[config.mk]
export PLATFORM = sky130hd
export DESIGN_NAME = alu_decode
export DESIGN_NICKNAME = d
export VERILOG_FILES = /design/src/rtl/alu_decode.sv
export SDC_FILE = /design/constraint.sdc
export NUM_CORES = 1
export LEC_CHECK = 0
export ABC_AREA = 1
export BUFFER_PORTS_ARGS = -buffer_cell sky130_fd_sc_hd__buf_2
export CAP_MARGIN = 10
export CORE_ASPECT_RATIO = 0.7
export CORE_UTILIZATION = 25
export DETAILED_ROUTE_END_ITERATION = 8
export MAX_ROUTING_LAYER = met4
export PLACE_DENSITY = 0.44
export SETUP_SLACK_MARGIN = 0.05
export SKIP_LAST_GASP = 1
export SLEW_MARGIN = 0
export SYNTH_ARGS = -nofsm -noshare
export SYNTH_HDL_FRONTEND = slang
export SYNTH_SLANG_ARGS = --single-unit
[constraint.sdc]
create_clock -name clk -period 2.5 [get_ports clk]
set_clock_uncertainty 0.2 [all_clocks]
set_input_delay 0.5 -clock clk [delete_from_list [all_inputs] [get_ports clk]]
set_output_delay 0.5 -clock clk [all_outputs]
set_load 0.05 [all_outputs]
[src/rtl/alu_decode.sv]
// alu_decode: RV32I ALU-op decoder with a 2-entry output FIFO (main + skid).
//
// Decodes R-type (0110011) and I-type (0010011) instructions into an ALU
// function code plus two operands and a destination register. Anything else
// is flagged illegal with all other fields zeroed. Decoded entries are held
// in a main/skid pair so the upstream can keep streaming while the ALU
// stalls; in_ready is a flop so it never depends combinationally on
// out_ready.
//
// Optional feature: define ALU_DECODE_BYPASS_EN to forward wb_data in place
// of rs1_data (any accepted op) or rs2_data (R-type only) when the writeback
// targets the same non-zero register.
//
// Ports
//   clk, rst_n              clock, async active-low reset
//   in_valid / in_ready     instruction handshake
//   in_instr                RV32I instruction word
//   rs1_data, rs2_data      register reads for in_instr[19:15] / [24:20]
//   out_valid / out_ready   ALU handshake
//   out_func                ALU code (ZERO..SLTU = 0..10)
//   out_op1, out_op2        ALU operands
//   out_rd, out_illegal     destination register, illegal flag
//   wb_valid, wb_rd, wb_data  writeback bypass source (bypass build only)

module alu_decode #(
    parameter int DataWidth = 32
) (
    input  logic                 clk,
    input  logic                 rst_n,
    input  logic                 in_valid,
    output logic                 in_ready,
    input  logic [31:0]          in_instr,
    input  logic [DataWidth-1:0] rs1_data,
    input  logic [DataWidth-1:0] rs2_data,
    output logic                 out_valid,
    input  logic                 out_ready,
    output logic [3:0]           out_func,
    output logic [DataWidth-1:0] out_op1,
    output logic [DataWidth-1:0] out_op2,
    output logic [4:0]           out_rd,
    output logic                 out_illegal,
    input  logic                 wb_valid,
    input  logic [4:0]           wb_rd,
    input  logic [DataWidth-1:0] wb_data
);

    // State table
    //   EMPTY | no entry buffered
    //   ONE   | main entry valid
    //   TWO   | main and skid valid, upstream stalled
    typedef enum logic [1:0] {EMPTY, ONE, TWO} state_t;

    typedef struct packed {
        logic [3:0]           func;
        logic [DataWidth-1:0] op1;
        logic [DataWidth-1:0] op2;
        logic [4:0]           rd;
        logic                 illegal;
    } entry_t;

    localparam logic [3:0] F_ZERO = 4'd0,  F_ADD = 4'd1, F_SUB = 4'd2,
                           F_SLL  = 4'd3,  F_SLT = 4'd4, F_XOR = 4'd5,
                           F_OR   = 4'd6,  F_AND = 4'd7, F_SRL = 4'd8,
                           F_SRA  = 4'd9,  F_SLTU = 4'd10;

    state_t state, next_state;
    entry_t main_q, skid_q, dec;
    logic   accept, drain;
    logic   load_main, load_main_from_skid, load_skid;

    logic [DataWidth-1:0] rs1_eff, rs2_eff;

`ifdef ALU_DECODE_BYPASS_EN
    always_comb begin
        rs1_eff = rs1_data;
        rs2_eff = rs2_data;
        if (wb_valid && (wb_rd != 5'd0) && (wb_rd == in_instr[19:15]))
            rs1_eff = wb_data;
        // rs2_eff only reaches op2 on the R-type path, so the substitution
        // is effectively R-type only.
        if (wb_valid && (wb_rd != 5'd0) && (wb_rd == in_instr[24:20]))
            rs2_eff = wb_data;
    end
`else
    assign rs1_eff = rs1_data;
    assign rs2_eff = rs2_data;
    logic unused_wb;
    assign unused_wb = ^{wb_valid, wb_rd, wb_data, in_instr[19:15]};
`endif

    // ---------------- decode ----------------
    logic [6:0]           opcode, funct7;
    logic [2:0]           funct3;
    logic [3:0]           func_d;
    logic [DataWidth-1:0] op2_d;
    logic                 bad;

    assign opcode = in_instr[6:0];
    assign funct3 = in_instr[14:12];
    assign funct7 = in_instr[31:25];

    always_comb begin
        func_d = F_ZERO;
        op2_d  = '0;
        bad    = 1'b0;
        case (opcode)
            7'b0110011: begin
                op2_d = rs2_eff;
                if (funct7 == 7'b0000000) begin
                    case (funct3)
                        3'd0:    func_d = F_ADD;
                        3'd1:    func_d = F_SLL;
                        3'd2:    func_d = F_SLT;
                        3'd3:    func_d = F_SLTU;
                        3'd4:    func_d = F_XOR;
                        3'd5:    func_d = F_SRL;
                        3'd6:    func_d = F_OR;
                        default: func_d = F_AND;
                    endcase
                end else if (funct7 == 7'b0100000 && funct3 == 3'd0) begin
                    func_d = F_SUB;
                end else if (funct7 == 7'b0100000 && funct3 == 3'd5) begin
                    func_d = F_SRA;
                end else begin
                    bad = 1'b1;
                end
            end
            7'b0010011: begin
                op2_d = {{(DataWidth-12){in_instr[31]}}, in_instr[31:20]};
                case (funct3)
                    3'd0: func_d = F_ADD;
                    3'd1: begin
                        func_d = F_SLL;
                        op2_d  = {{(DataWidth-5){1'b0}}, in_instr[24:20]};
                        bad    = (funct7 != 7'b0000000);
                    end
                    3'd2: func_d = F_SLT;
                    3'd3: func_d = F_SLTU;
                    3'd4: func_d = F_XOR;
                    3'd5: begin
                        op2_d = {{(DataWidth-5){1'b0}}, in_instr[24:20]};
                        if (funct7 == 7'b0000000)      func_d = F_SRL;
                        else if (funct7 == 7'b0100000) func_d = F_SRA;
                        else                           bad    = 1'b1;
                    end
                    3'd6:    func_d = F_OR;
                    default: func_d = F_AND;
                endcase
            end
            default: bad = 1'b1;
        endcase

        if (bad) begin
            dec         = '0;
            dec.illegal = 1'b1;
        end else begin
            dec.func    = func_d;
            dec.op1     = rs1_eff;
            dec.op2     = op2_d;
            dec.rd      = in_instr[11:7];
            dec.illegal = 1'b0;
        end
    end

    // ---------------- FIFO control ----------------
    assign out_valid = (state != EMPTY);
    assign accept    = in_valid && in_ready;
    assign drain     = out_valid && out_ready;

    always_ff @(posedge clk or negedge rst_n) begin
        if (!rst_n) state <= EMPTY;
        else        state <= next_state;
    end

    always_comb begin
        next_state          = state;
        load_main           = 1'b0;
        load_main_from_skid = 1'b0;
        load_skid           = 1'b0;
        case (state)
            EMPTY: if (accept) begin
                next_state = ONE;
                load_main  = 1'b1;
            end
            ONE: begin
                if (accept && drain) begin
                    load_main = 1'b1;
                end else if (accept) begin
                    next_state = TWO;
                    load_skid  = 1'b1;
                end else if (drain) begin
                    next_state = EMPTY;
                end
            end
            TWO: if (drain) begin
                next_state          = ONE;
                load_main_from_skid = 1'b1;
            end
            default: next_state = EMPTY;
        endcase
    end

    // in_ready is looked up from the state we are about to enter so it is a
    // plain flop; reset clears it so upstream waits one edge after release.
    always_ff @(posedge clk or negedge rst_n) begin
        if (!rst_n) in_ready <= 1'b0;
        else        in_ready <= (next_state != TWO);
    end

    always_ff @(posedge clk or negedge rst_n) begin
        if (!rst_n) begin
            main_q <= '0;
            skid_q <= '0;
        end else begin
            if (load_main)                main_q <= dec;
            else if (load_main_from_skid) main_q <= skid_q;
            if (load_skid)                skid_q <= dec;
        end
    end

    assign out_func    = main_q.func;
    assign out_op1     = main_q.op1;
    assign out_op2     = main_q.op2;
    assign out_rd      = main_q.rd;
    assign out_illegal = main_q.illegal;

endmodule

# --- Word-level counts from Yosys, hierarchy flattened ---
# Index checks and enable logic that the tools add are counted.
word_totals:
  out_inout_bits: 76
  wordCells: 69
  register_bits: 151
op_classes:
  reduce_logical: 12
  n_eq_ne: 12
  n_mux: 33
ops:
  columns: ["op", "n"]
  rows:
  - ["$mux 74", 3]
  - ["$pmux 32 s2", 1]
  - ["$pmux 4 s7", 2]
  - ["$mux 32", 1]
  - ["$mux 4", 5]
  - ["$eq 7x6->1 const B", 2]
  - ["$mux 1", 11]
  - ["$mux 2", 5]
  - ["$eq 3x3->1 const B", 3]
  - ["$pmux 4 s2", 1]
  - ["$eq 7x5->1 const B", 1]
  - ["$logic_not 7->1", 1]
  - ["$reduce_bool 7->1", 1]
  - ["$eq 3x2->1 const B", 2]
  - ["$pmux 1 s2", 3]
  - ["$pmux 2 s3", 1]
  - ["$logic_and 1x1->1", 5]
  - ["$reduce_bool 2->1", 2]
  - ["$eq 3x1->1 const B", 1]
  - ["$logic_not 3->1", 1]
  - ["$eq 2x1->1 const B", 1]
  - ["$eq 2x2->1 const B", 1]
  - ["$logic_not 2->1", 1]
  - ["$ne 2x2->1 const B", 1]
  - ["$reduce_or 2->1", 1]

# --- Logic depth before layout (Yosys ltp) ---
# Gate-level depths: netlist (run 1).
logic_depth:
  depth_word: 8
  ltp_mapped: 13
  ltp_nobuf: 11

# --- Worst setup path after synthesis (run 1) ---
# Ideal clock, no wire load.
synth_timing:
  path_kind: "flip-flop to flip-flop"
  startpoint: "reg in_ready"
  endpoint: "reg main_q, in the netlist out_op1[10]"
  period_less_slack_ns: 1.917
  stages_incl_launch_ff: 8
  arrival_time_ns: 1.599
  required_ns: 2.182
  path_buffers: 2
  setup_time_ns: 0.118
  setup_slack_ns: 0.583
  path_cell_list: "dfrtp_1 -> nand3_2 -> nor2_4 -> buf_2 -> buf_1 -> nand2_1 -> nand2_1 -> nand2_1"
synth_between:
  elab_chain_len: 5
synth_lines:
  columns: ["item", "line_no", "text"]
  rows:
  - ["start, declared", "31", "output logic in_ready,"]
  - ["start signal, assigned", "207", "else in_ready <= (next_state != TWO);"]
  - ["$logic_and 1x1->1 *", "167", "assign accept = in_valid && in_ready;"]
  - ["$logic_and 1x1->1", "186", "if (accept && drain) begin"]
  - ["$mux 1", "186", null]
  - ["$pmux 1 s2 *", "180", "case (state)"]
  - ["$mux 74 / $reduce_bool 2->1 (equally long branches)", null, null]
  - ["end signal, assigned", "216", "else if (load_main_from_skid) main_q <= skid_q;"]
  - ["end, declared", "67", "entry_t main_q, skid_q, dec;"]
# Every way passes the cells marked *; elsewhere a longest branch is shown, timed or not.
# A chain may end at the register's enable or synchronous reset.

# --- Final worst setup path (run 1) ---
layout_timing:
  startpoint: "reg state[1]"
  endpoint: "reg main_q, in the netlist out_op1[0]"
layout_between:
  elab_chain_len: 6
layout_lines:
  columns: ["item", "line_no", "text"]
  rows:
  - ["start, declared", "66", "state_t state, next_state;"]
  - ["start signal, assigned", "172", "else state <= next_state;"]
  - ["$reduce_bool 2->1", "166", "assign out_valid = (state != EMPTY);"]
  - ["$logic_and 1x1->1", "168", "assign drain = out_valid && out_ready;"]
  - ["$logic_and 1x1->1", "186", null]
  - ["$mux 1", "186", null]
  - ["$pmux 1 s2", "180", null]
  - ["$mux 74 / $reduce_bool 2->1 (equally long branches)", null, null]
# Parallel ways exist; a longest one is shown, timed or not.

==> reports/summary.txt, run 1 <==
Simple logic cell fraction of the synthesized area: 40.17%
Area grow syn2layout: 22.84%
Synth top area share: 47.17%
Starting Density: 25.55%
Worst hold path class: in2reg
Max stage delay on crit path: 0.45 ns
Post-Synth XOR/XNOR Area: 0%
Slew Limit Headroom: 69.50%
Final setup TNS: 0 ns
Period minus WS final: 2.034 ns
Most frequent cells in the layout: 454 x nand2_1, 169 x buf_2, 155 x nor2_1
Setup ws final: 0.4660 ns
H-tree levels: 4
Switching share of power: 47.29%
Clock tree buffer depth: 2
CTS tree: done
Remaining DRCs: 0
Synth top area cells: dfrtp_1 47%, nand2_1 21%, nand3_2 8.7%
Critical R2R Launch: state[1]$_DFF_PN0_
Total number of vias: 6,870
Antenna viol nets, final: 0
Final non-filler cell area: 9839 um^2
Final setup vio count: 0
Critical path endpoint category: flip-flop
DRT iter0 DRCs: 376
Critical path class: reg2reg
Initial antenna violation count: 1
Critical path's slowest cell: dfrtp_1
Compound-cell area share of the yosys netlist: 6.076%
#FFs+latches synth: 151
Leakage power: 4.861 nW
PortBufs: 170
Largest net degree at the start of global routing: 80
Buffer count from post-CTS setup fixing: 0
Largest area contributor in the netlist: dfrtp_1
WL final: 21,580 um
Period utilization: 81.36%
Synthesized-area fraction occupied by adder cells: 0%
Mux share of post-synthesis cell area: 0%
Clock share of power: 23.5%
# Max-Cap Violations: 0
Place WS: 0.2228 ns
Fmax: 491.6 MHz
Layout Nets: 1,326
Main combinational cell family by area after synthesis: simple AND/OR/NAND/NOR gates
Routed len/inst: 13.31 um
Post-synth ARST share: 100.0%
Critical path buffers and inverters: 3
Most common cell after layout, fill and taps aside: nand2_1
Psw: 0.004925 W
Gate Count Post-Synth: 1,043
First-pass GRT wire length: 35,620 um
FP Rows: 54
CP top delay family: buffers and inverters
CP cell instances: inv_2 -> nand3_2 -> nor2_4 -> buf_12 -> buf_4 -> nor2_1 -> nor2_1 -> nand2_1 -> nand2_1
Die Area: 32,770 um^2
Clock Sinks: 151
Tightest Pin Transition: 0.4575 ns
Area of the mapped netlist: 8010 um^2
Resized Gates After CTS: 0
VDD IR max: 0.5936 mV
Ports: 214
Critical path peak fanout: 65
Main synth FF type: dfrtp_1
Drt via density: 4.238
Gate power share: 44.5%
Post-synth net total: 1,181
Crit path launch: state[1]$_DFF_PN0_
Number of synthesized flops with an enable pin: 0
Number of global-route vias before repair: 6,574
Core ar.: 31,350 um^2
Critical path launch point type: flip-flop
Final design utilization: 31.39%
CP required: 2.67 ns
Share of layout cells above drive strength 1: 26.56%
Worst-path clk slew: 0.06 ns
Pwr Density: 1058 nW/um^2
Final Power: 0.01041 W
Clk Tree Root Cell: clkbuf_16
Hold Path Origin: in_instr[10]
Clk Latency, worst-skew pair: 0.43 ns
Distinct cells, synth: 28
Inserted Diodes: 0
Worst Path Arrival: 2.20 ns
Iteration count of the initial detailed-routing pass: 5
CTS buffer count: 17
Post-DP HPWL: 14,290 um
Syn. warnings: 0
Register area share after synthesis: 47.17%
Gpl congestion: 0.7452
Post-CTS Hold Fix Bufs: 1
Status: complete, no violations
Global Route Usage Sum: 14.34%
RSZ-0062 raised after global routing: false
Max-slew violations: 0
Die width: 215.9 um
Internal: 0.005489 W
Avg Inst Size Synth: 7.680 um^2
Die Y: 151.8 um
Final Hold Violating Endpoints: 0
Placed instance area: 9280 um^2
Total gr overflow: 0
Reg power frac: 32.0%
worst register-to-register path: stages (launching register included):
cell	delay, ns
dfrtp_1	0.45
inv_2	0.09
nand3_2	0.10
nor2_4	0.16
buf_12	0.31
buf_4	0.36
nor2_1	0.08
nor2_1	0.11
nand2_1	0.07
nand2_1	0.06
per-stage QoR:
stage	hold slack [ns]	instances
5_1_grt	0.1080	1621
4_1_cts	0.09374	1621
3_3_place_gp	0.2585	1588
6_report	0.1307	1621
2_1_floorplan	0.004409	1043
3_5_place_dp	0.2606	1588
registers in the layout (all words and copies together) (netlist names):
register     cells
skid_q          74
out_rd           5
in_ready         1
state            2
out_op2         32
out_illegal      1
out_op1         32
out_func         4
worst paths after layout:
path / to / slack (ns) / cells past startpoint
setup / recovery: out_op1[0]$_DFFE_PN0P_ / 0.47 / 9
hold / removal: skid_q[4]$_DFFE_PN0P_ / 0.13 / 3
setup reg to reg: out_op1[0]$_DFFE_PN0P_ / 0.47 / 9
hold reg to reg: out_rd[0]$_DFFE_PN0P_ / 0.27 / 2
max in group asynchronous: skid_q[1]$_DFFE_PN0P_ / 1.03 / 3
min in group asynchronous: out_op1[1]$_DFFE_PN0P_ / 0.36 / 2
power by group through the flow:
stage	Clock [W]	Sequential, W	Combinational [W]
5_1_grt	0.00266	0.00342	0.00507
6_report	0.00245	0.00333	0.00464
2_1_floorplan	0	0.00525	0.00162
4_1_cts	0.00257	0.00334	0.00472
3_5_place_dp	0	0.00337	0.00471
3_3_place_gp	0	0.00337	0.00471
per-layer routing:
layer | vias up | GRT usage [%] | wire length (um)
met3 | 13 | 3.214 | 745
met2 | 110 | 21.40 | 9394
met5 | - | - | 0
met1 | 3181 | 19.56 | 11240
li1 | 3566 | - | -
met4 | 0 | 3.697 | 200
cell families (layout without fill, tap and decap cells):
logic type / count (synthesis) / count (layout)
simple gates: 712 / 712
buf+inv: 87 / 245
flops: 151 / 151
compound gates: 93 / 93
cells in the mapped netlist, types with 2 or more instances:
cell and number:
buf_4 11, nand2_2 5, dfrtp_1 151, nand2_1 454, nor2_1 155, o21ai_0 10, buf_8 7, inv_1 10
nand3_1 13, buf_6 6, a21oi_1 4, nor2_4 4, a31oi_1 2, nand3_2 70, o21ai_1 75, inv_2 8
nor2_2 6, buf_2 28, clkbuf_1 15
cell type report:
type,instances,area [um^2]
multi-input cells,805,3710
well taps,420,525.5
repair buffers,194,1202
inverters,19,73.82
fillers,3415,21510
flip-flops and latches,151,3779
clock inverters,7,43.79
clock buffers,25,505.5
No activity file was read; power rests on OpenSTA's default activity.
==> run 2, diff against run 1 <==
Settings changed: PLACE_DENSITY 0.44 to 0.45.
Clock period 2.5 ns to 1.79 ns, I/O delays scaled along.
==> run 2 against run 1 <==
Effect of this change: the flow now finishes with violations (negative setup slack); flip-flop and latch count unchanged; worst hold slack got worse by 0.040 ns; clock power increased by 46%; non-clock buffer count increased by 96; critical endpoint is now out_rd[2]$_DFFE_PN0P_; largest cell class is now multi-input combinational cells; highest routed layer unchanged.
==> reports/summary.txt, run 2 (synthesized netlist as in run 1, its figures left out) <==
Worst hold path class: in2reg (unchanged)
Drt via density: 4.332 (was 4.238)
Most frequent cells in the layout: 454 x nand2_1, 167 x buf_2, 150 x dfrtp_1 (was 454 x nand2_1, 169 x buf_2, 155 x nor2_1)
WL final: 26,020 um (was 21,580 um)
Clock tree buffer depth: 2 (unchanged)
Worst-path clk slew: 0.06 ns (about the same)
Hold Path Origin: rs2_data[22] (was in_instr[10])
Metal3 WL: 1006 um (was 745 um)
Fmax: 547.3 MHz (was 491.6 MHz)
Clk Tree Root Cell: clkbuf_16 (unchanged)
Routed len/inst: 15.17 um (was 13.31 um)
CTS buffer count: 17 (unchanged)
Hold depth: 5 (was 3)
Iteration count of the initial detailed-routing pass: 5 (unchanged)
Critical path peak fanout: 26 (was 65)
H-tree levels: 4 (unchanged)
RSZ-0062 raised after global routing: true (was false)
Total number of vias: 7,429 (was 6,870)
Max reg flops: 74 (unchanged)
Antenna viol nets, final: 0 (unchanged)
Die Area: 32,770 um^2 (unchanged)
Worst R2R End: out_rd[2]$_DFFE_PN0P_ (was out_op1[0]$_DFFE_PN0P_)
FP Rows: 54 (unchanged)
Share of layout cells above drive strength 1: 30.53% (was 26.56%)
Die Y: 151.8 um (unchanged)
DRT iter0 DRCs: 475 (was 376)
Internal: 0.008594 W (was 0.005489 W)
Met2 wire length: 11,090 um (was 9394 um)
Remaining DRCs: 0 (unchanged)
Period utilization: 102.1% (was 81.36%)
First-pass GRT wire length: 38,230 um (was 35,620 um)
Critical path endpoint category: flip-flop (unchanged)
Clk Latency, worst-skew pair: 0.44 ns (was 0.43 ns)
Final setup vio count: 25 (was 0)
Non-filler cells, final: 1,715 (was 1,621)
Core ar.: 31,350 um^2 (unchanged)
Most common cell after layout, fill and taps aside: nand2_1 (unchanged)
Critical path launch point type: flip-flop (unchanged)
Critical R2R Launch: state[0]$_DFF_PN0_ (was state[1]$_DFF_PN0_)
Post-DP HPWL: 15,060 um (was 14,290 um)
Gpl congestion: 0.7571 (was 0.7452)
Switching share of power: 46.06% (was 47.29%)
Reg power frac: 29.5% (was 32.0%)
Setup ws final: -0.03719 ns (was 0.4660 ns)
Leakage power: 5.452 nW (was 4.861 nW)
Path depth of the worst reg2reg path: 10 (was 9)
CTS tree: done (unchanged)
Pwr Density: 1435 nW/um^2 (was 1058 nW/um^2)
Clock share of power: 22.5% (was 23.5%)
# Max-Cap Violations: 0 (unchanged)
Worst Path Arrival: 1.95 ns (was 2.20 ns)
Final setup TNS: -0.3938 ns (was 0 ns)
Final Hold Violating Endpoints: 0 (unchanged)
Placed instance area: 9682 um^2 (was 9280 um^2)
Initial antenna violation count: 1 (unchanged)
Gate power share: 48.1% (was 44.5%)
Worst reg-to-reg setup slack: -0.04 ns (was 0.47 ns)
VDD IR max: 0.7086 mV (was 0.5936 mV)
Die width: 215.9 um (unchanged)
Placed Cells: 1,628 (was 1,588)
Starting Density: 25.55% (unchanged)
CP Capture Point: out_rd[2]$_DFFE_PN0P_ (was out_op1[0]$_DFFE_PN0P_)
CP required: 1.91 ns (was 2.67 ns)
Layout Nets: 1,422 (was 1,326)
PortBufs: 170 (unchanged)
Ports: 214 (unchanged)
Reg with most FFs: skid_q (unchanged)
Met1 Wirelength: 13,600 um (was 11,240 um)
Max-slew violations: 0 (unchanged)
Crit path launch: state[0]$_DFF_PN0_ (was state[1]$_DFF_PN0_)
Psw: 0.007339 W (was 0.004925 W)
Final Power: 0.01593 W (was 0.01041 W)
Number of global-route vias before repair: 7,088 (was 6,574)
Global Route Usage Sum: 15.47% (was 14.34%)
Clock Sinks: 151 (unchanged)
Failing checks: negative setup slack
Period minus WS final: 1.827 ns (was 2.034 ns)
Largest net degree at the start of global routing: 79 (was 80)
Area grow syn2layout: 38.60% (was 22.84%)
Tightest Pin Transition: 0.3897 ns (was 0.4575 ns)
Status: finished, violations left (was complete, no violations)
Slew Limit Headroom: 73.75% (was 69.50%)
Total gr overflow: 0 (unchanged)
Highest metal used: met4 (unchanged)
Critical path class: reg2reg (unchanged)
Final non-filler cell area: 11,100 um^2 (was 9839 um^2)
run 2: timing repair:
action	in CTS	in global routing
pin swaps	2	14
gates resized for setup	18	31
buffers inserted	4	2
cloned	3	10
endpoints found under the setup margin	1	101
hold buffers	38	0
endpoints found under the hold margin	188	0
run 2: cell type report:
type / instances / area, um^2
tap: 420 / 525.5
inverter: 19 / 81.33
clock inverter: 4 / 70.07
timing repair buffer: 290 / 2359
antenna: 1 / 2.502
fill: 3311 / 20250
clock buffer: 25 / 485.5
multi-input combinational: 805 / 3799
sequential: 151 / 3780
run 2: per-layer routing:
layer | GRT usage (%) | vias to the layer above
met1 | 21.22 | 3502
met2 | 22.94 | 152
met3 | 2.735 | 13
met5 | - | -
met4 | 5.317 | 0
li1 | - | 3762
run 2: worst min path at each step:
stage / end / slack (ns)
4_1_cts: skid_q[23]$_DFFE_PN0P_ / 0.05
3_3_place_gp: out_op1[1]$_DFFE_PN0P_ / 0.06
6_report: skid_q[28]$_DFFE_PN0P_ / 0.09
3_5_place_dp: out_op1[1]$_DFFE_PN0P_ / 0.06
2_1_floorplan: in_ready$_DFF_PN0_ / -0.14
5_1_grt: skid_q[23]$_DFFE_PN0P_ / 0.1
run 2: worst max-delay path: stages, from the launching register on:
cell and delay, ns:
dfrtp_1 0.39, inv_2 0.08, nor2_4 0.12, nor2_4 0.07, buf_6 0.11, a31oi_4 0.19
buf_12 0.20, buf_16 0.18, nor2_1 0.05, nand2_1 0.06, nand2_1 0.05
run 2: power by group through the flow:
stage	registers (W)	logic, W	clock network (W)
final	0.00469	0.00766	0.00358
after global routing	0.00480	0.00826	0.00382
after CTS	0.00470	0.00726	0.00372
after detailed placement	0.00474	0.00681	0
after global placement	0.00474	0.00681	0
after floorplan	0.00733	0.00226	0
run 2: through the flow:
| step | hold WS, ns | worst slack, ns | utilization, % |
|---|---|---|---|
| after floorplan | -0.1376 | 0.03945 | - |
| after detailed placement | 0.05916 | -0.1832 | 30.88 |
| after CTS | 0.05280 | -0.04835 | 34.40 |
| after global placement | 0.06173 | -0.1642 | 30.88 |
| final | 0.09058 | -0.03719 | 35.41 |
| after global routing | 0.09590 | -0.1264 | 35.41 |
==> run 3, diff against run 2 <==
Settings changed: REMOVE_ABC_BUFFERS set to 1.
==> run 3 against run 2 <==
Effect of this change: the run still ends with negative setup slack left; count of clock-buffer cells in the layout is 5 lower; sequential share of layout area decreased by 0.79 points; worst setup slack got worse by 0.011 ns; clock power rose by 3%; flip-flop and latch count stayed put; critical endpoint is now state[0]$_DFF_PN0_; highest routed layer unchanged.
==> reports/summary.txt, run 3 (synthesized netlist as in run 1, its figures left out) <==
Max-slew violations: 0 (unchanged)
Worst Path Arrival: 2.02 ns (was 1.95 ns)
Critical path endpoint category: flip-flop (unchanged)
Final Hold Violating Endpoints: 0 (unchanged)
Die width: 215.9 um (unchanged)
Failing checks: negative setup slack (unchanged)
Pwr Density: 1431 nW/um^2 (was 1435 nW/um^2)
Initial antenna violation count: 0 (was 1)
Max reg flops: 74 (unchanged)
Final setup vio count: 1 (was 25)
H-tree levels: 4 (unchanged)
Worst-path clk slew: 0.07 ns (was 0.06 ns)
Most frequent cells in the layout: 452 x nand2_1, 168 x buf_2, 151 x dfrtp_1 (was 454 x nand2_1, 167 x buf_2, 150 x dfrtp_1)
CP cell instances: buf_6 -> nor2_4 -> inv_2 -> buf_4 -> buf_4 -> buf_4 -> buf_4 -> buf_4 -> buf_4 -> nand3_2 -> o211ai_1 -> inv_1 (was inv_2 -> nor2_4 -> nor2_4 -> buf_6 -> a31oi_4 -> buf_12 -> buf_16 -> nor2_1 -> nand2_1 -> nand2_1)
CTS tree: done (unchanged)
Layout Nets: 1,443 (was 1,422)
Ports: 214 (unchanged)
Die Y: 151.8 um (unchanged)
Non-filler cells, final: 1,738 (was 1,715)
CTS buffer count: 17 (unchanged)
Area grow syn2layout: 41.86% (was 38.60%)
Leakage power: 5.615 nW (was 5.452 nW)
DRT iter0 DRCs: 412 (was 475)
FP Rows: 54 (unchanged)
Clk Tree Root Cell: clkbuf_16 (unchanged)
Remaining DRCs: 0 (unchanged)
Total number of vias: 7,447 (was 7,429)
Status: finished, violations left (unchanged)
Drt via density: 4.285 (was 4.332)
Largest net degree at the start of global routing: 62 (was 79)
Fmax: 544.0 MHz (was 547.3 MHz)
Inserted Diodes: 0 (was 1)
Reg with most FFs: skid_q (unchanged)
Core ar.: 31,350 um^2 (unchanged)
Clock Sinks: 151 (unchanged)
Period utilization: 102.7% (was 102.1%)
Period minus WS final: 1.838 ns (was 1.827 ns)
WL final: 24,780 um (was 26,020 um)
Antenna viol nets, final: 0 (unchanged)
# Max-Cap Violations: 0 (unchanged)
CP required: 1.97 ns (was 1.91 ns)
Clk Latency, worst-skew pair: 0.44 ns (about the same)
Gpl congestion: 0.7714 (was 0.7571)
Starting Density: 25.55% (unchanged)
Max stage delay on crit path: 0.40 ns (was 0.39 ns)
Critical path peak fanout: 2 (was 26)
Iteration count of the initial detailed-routing pass: 5 (unchanged)
Clock tree buffer depth: 2 (unchanged)
Setup ws final: -0.04822 ns (was -0.03719 ns)
Critical path's slowest cell: dfrtp_1 (unchanged)
Post-DP HPWL: 15,490 um (was 15,060 um)
Critical path launch point type: flip-flop (unchanged)
VDD IR max: 0.6677 mV (was 0.7086 mV)
Most common cell after layout, fill and taps aside: nand2_1 (unchanged)
Routed len/inst: 14.26 um (was 15.17 um)
Most used cell, CP: buf_4
Number of global-route vias before repair: 7,007 (was 7,088)
First-pass GRT wire length: 37,660 um (was 38,230 um)
RSZ-0062 raised after global routing: true (unchanged)
Share of layout cells above drive strength 1: 31.79% (was 30.53%)
Tightest Pin Transition: 0.3004 ns (was 0.3897 ns)
Worst hold path class: in2reg (unchanged)
Placed Cells: 1,641 (was 1,628)
Die Area: 32,770 um^2 (unchanged)
Total gr overflow: 0 (unchanged)
Critical path class: reg2reg (unchanged)
Global Route Usage Sum: 15.15% (was 15.47%)
Slew Limit Headroom: 79.76% (was 73.75%)
PortBufs: 170 (unchanged)
WHS: 0.08443 ns (was 0.09058 ns)
## run 3: changes by cell type in the layout (fill, tap and decap cells not counted), moves of 3 or more
cell        change
o21ai_2         +4
buf_4          +12
nor2_2          -9
o21ai_1         -4
clkbuf_1        -5
buf_8           +5
clkinvlp_4      +3
nor2_1         +11
buf_12          +8
buf_16          -3
clkinv_2        +3
## run 3: through the flow
| step | setup TNS, ns | total power [W] | setup WS, ns | utilization [%] | instance area [um^2] |
|---|---|---|---|---|---|
| detailed placement | -23.71 | 0.01178 | -0.2243 | 31.55 | 9891 |
| floorplan | -244.46 | 0.009433 | -2.523 | - | 7555 |
| finish | -0.04822 | 0.01626 | -0.04822 | 36.25 | 11360 |
| global placement | -21.17 | 0.01179 | -0.2136 | 31.55 | 9891 |
| global route | -3.389 | 0.01731 | -0.1106 | 36.25 | 11360 |
| CTS | -0.09853 | 0.01595 | -0.06294 | 35.05 | 10990 |
## run 3: final timing paths
path / endpoint / slack [ns] / cells past startpoint / from
setup / recovery: state[0]$_DFF_PN0_ / -0.05 / 12 / state[1]$_DFF_PN0_
hold reg to reg: out_op1[0]$_DFFE_PN0P_ / 0.27 / 2 / out_op1[0]$_DFFE_PN0P_
setup reg to reg: state[0]$_DFF_PN0_ / -0.05 / 12 / state[1]$_DFF_PN0_
max in group asynchronous: out_op1[19]$_DFFE_PN0P_ / 0.64 / 3 / rst_n
min in group asynchronous: out_op2[28]$_DFFE_PN0P_ / 0.15 / 2 / rst_n
hold / removal: skid_q[33]$_DFFE_PN0P_ / 0.08 / 5 / rs2_data[27]
## run 3: metal layers
metal	GRT usage (%)	wire length [um]	vias up
met3	3.792	1087	17
li1	-	-	3788
met4	3.592	175	0
met2	22.09	10940	139
met5	-	0	-
met1	20.94	12570	3503
## run 3: final cells by class
cell class / instances / area [um^2]
Clock buffer: 20 / 466.7
Clock inverter: 12 / 125.1
Fill cell: 3322 / 19990
Inverter: 19 / 78.83
Multi-Input combinational cell: 805 / 3787
Sequential cell: 151 / 3779
Tap cell: 420 / 525.5
Timing Repair Buffer: 311 / 2601
## run 3: critical path: cells and delay by family (launching register included)
| kind | cells | cell delay, ns |
|---|---|---|
| buffers and inverters | 9 | 0.95 |
| DFF | 1 | 0.40 |
| and+or+nand+nor | 2 | 0.13 |
| AOI/OAI and AO/OA | 1 | 0.08 |
## run 3: report_power, final
part	internal [W]	switching [W]	total, W	leakage, nW
combinational	0.00251	0.00537	0.00788	3.29
sequential	0.00422	0.000472	0.00469	2.04
clock	0.00216	0.00154	0.00369	0.288
## run 3: what timing repair did
action                                 4_1_cts  5_1_grt
setup buffers                               11        7
pin swaps                                    1       12
gates cloned                                 1        9
hold buffers                                38        0
endpoints found under the hold margin      164        0
gates resized for setup                      4       42
setup endpoints to repair                   36      133
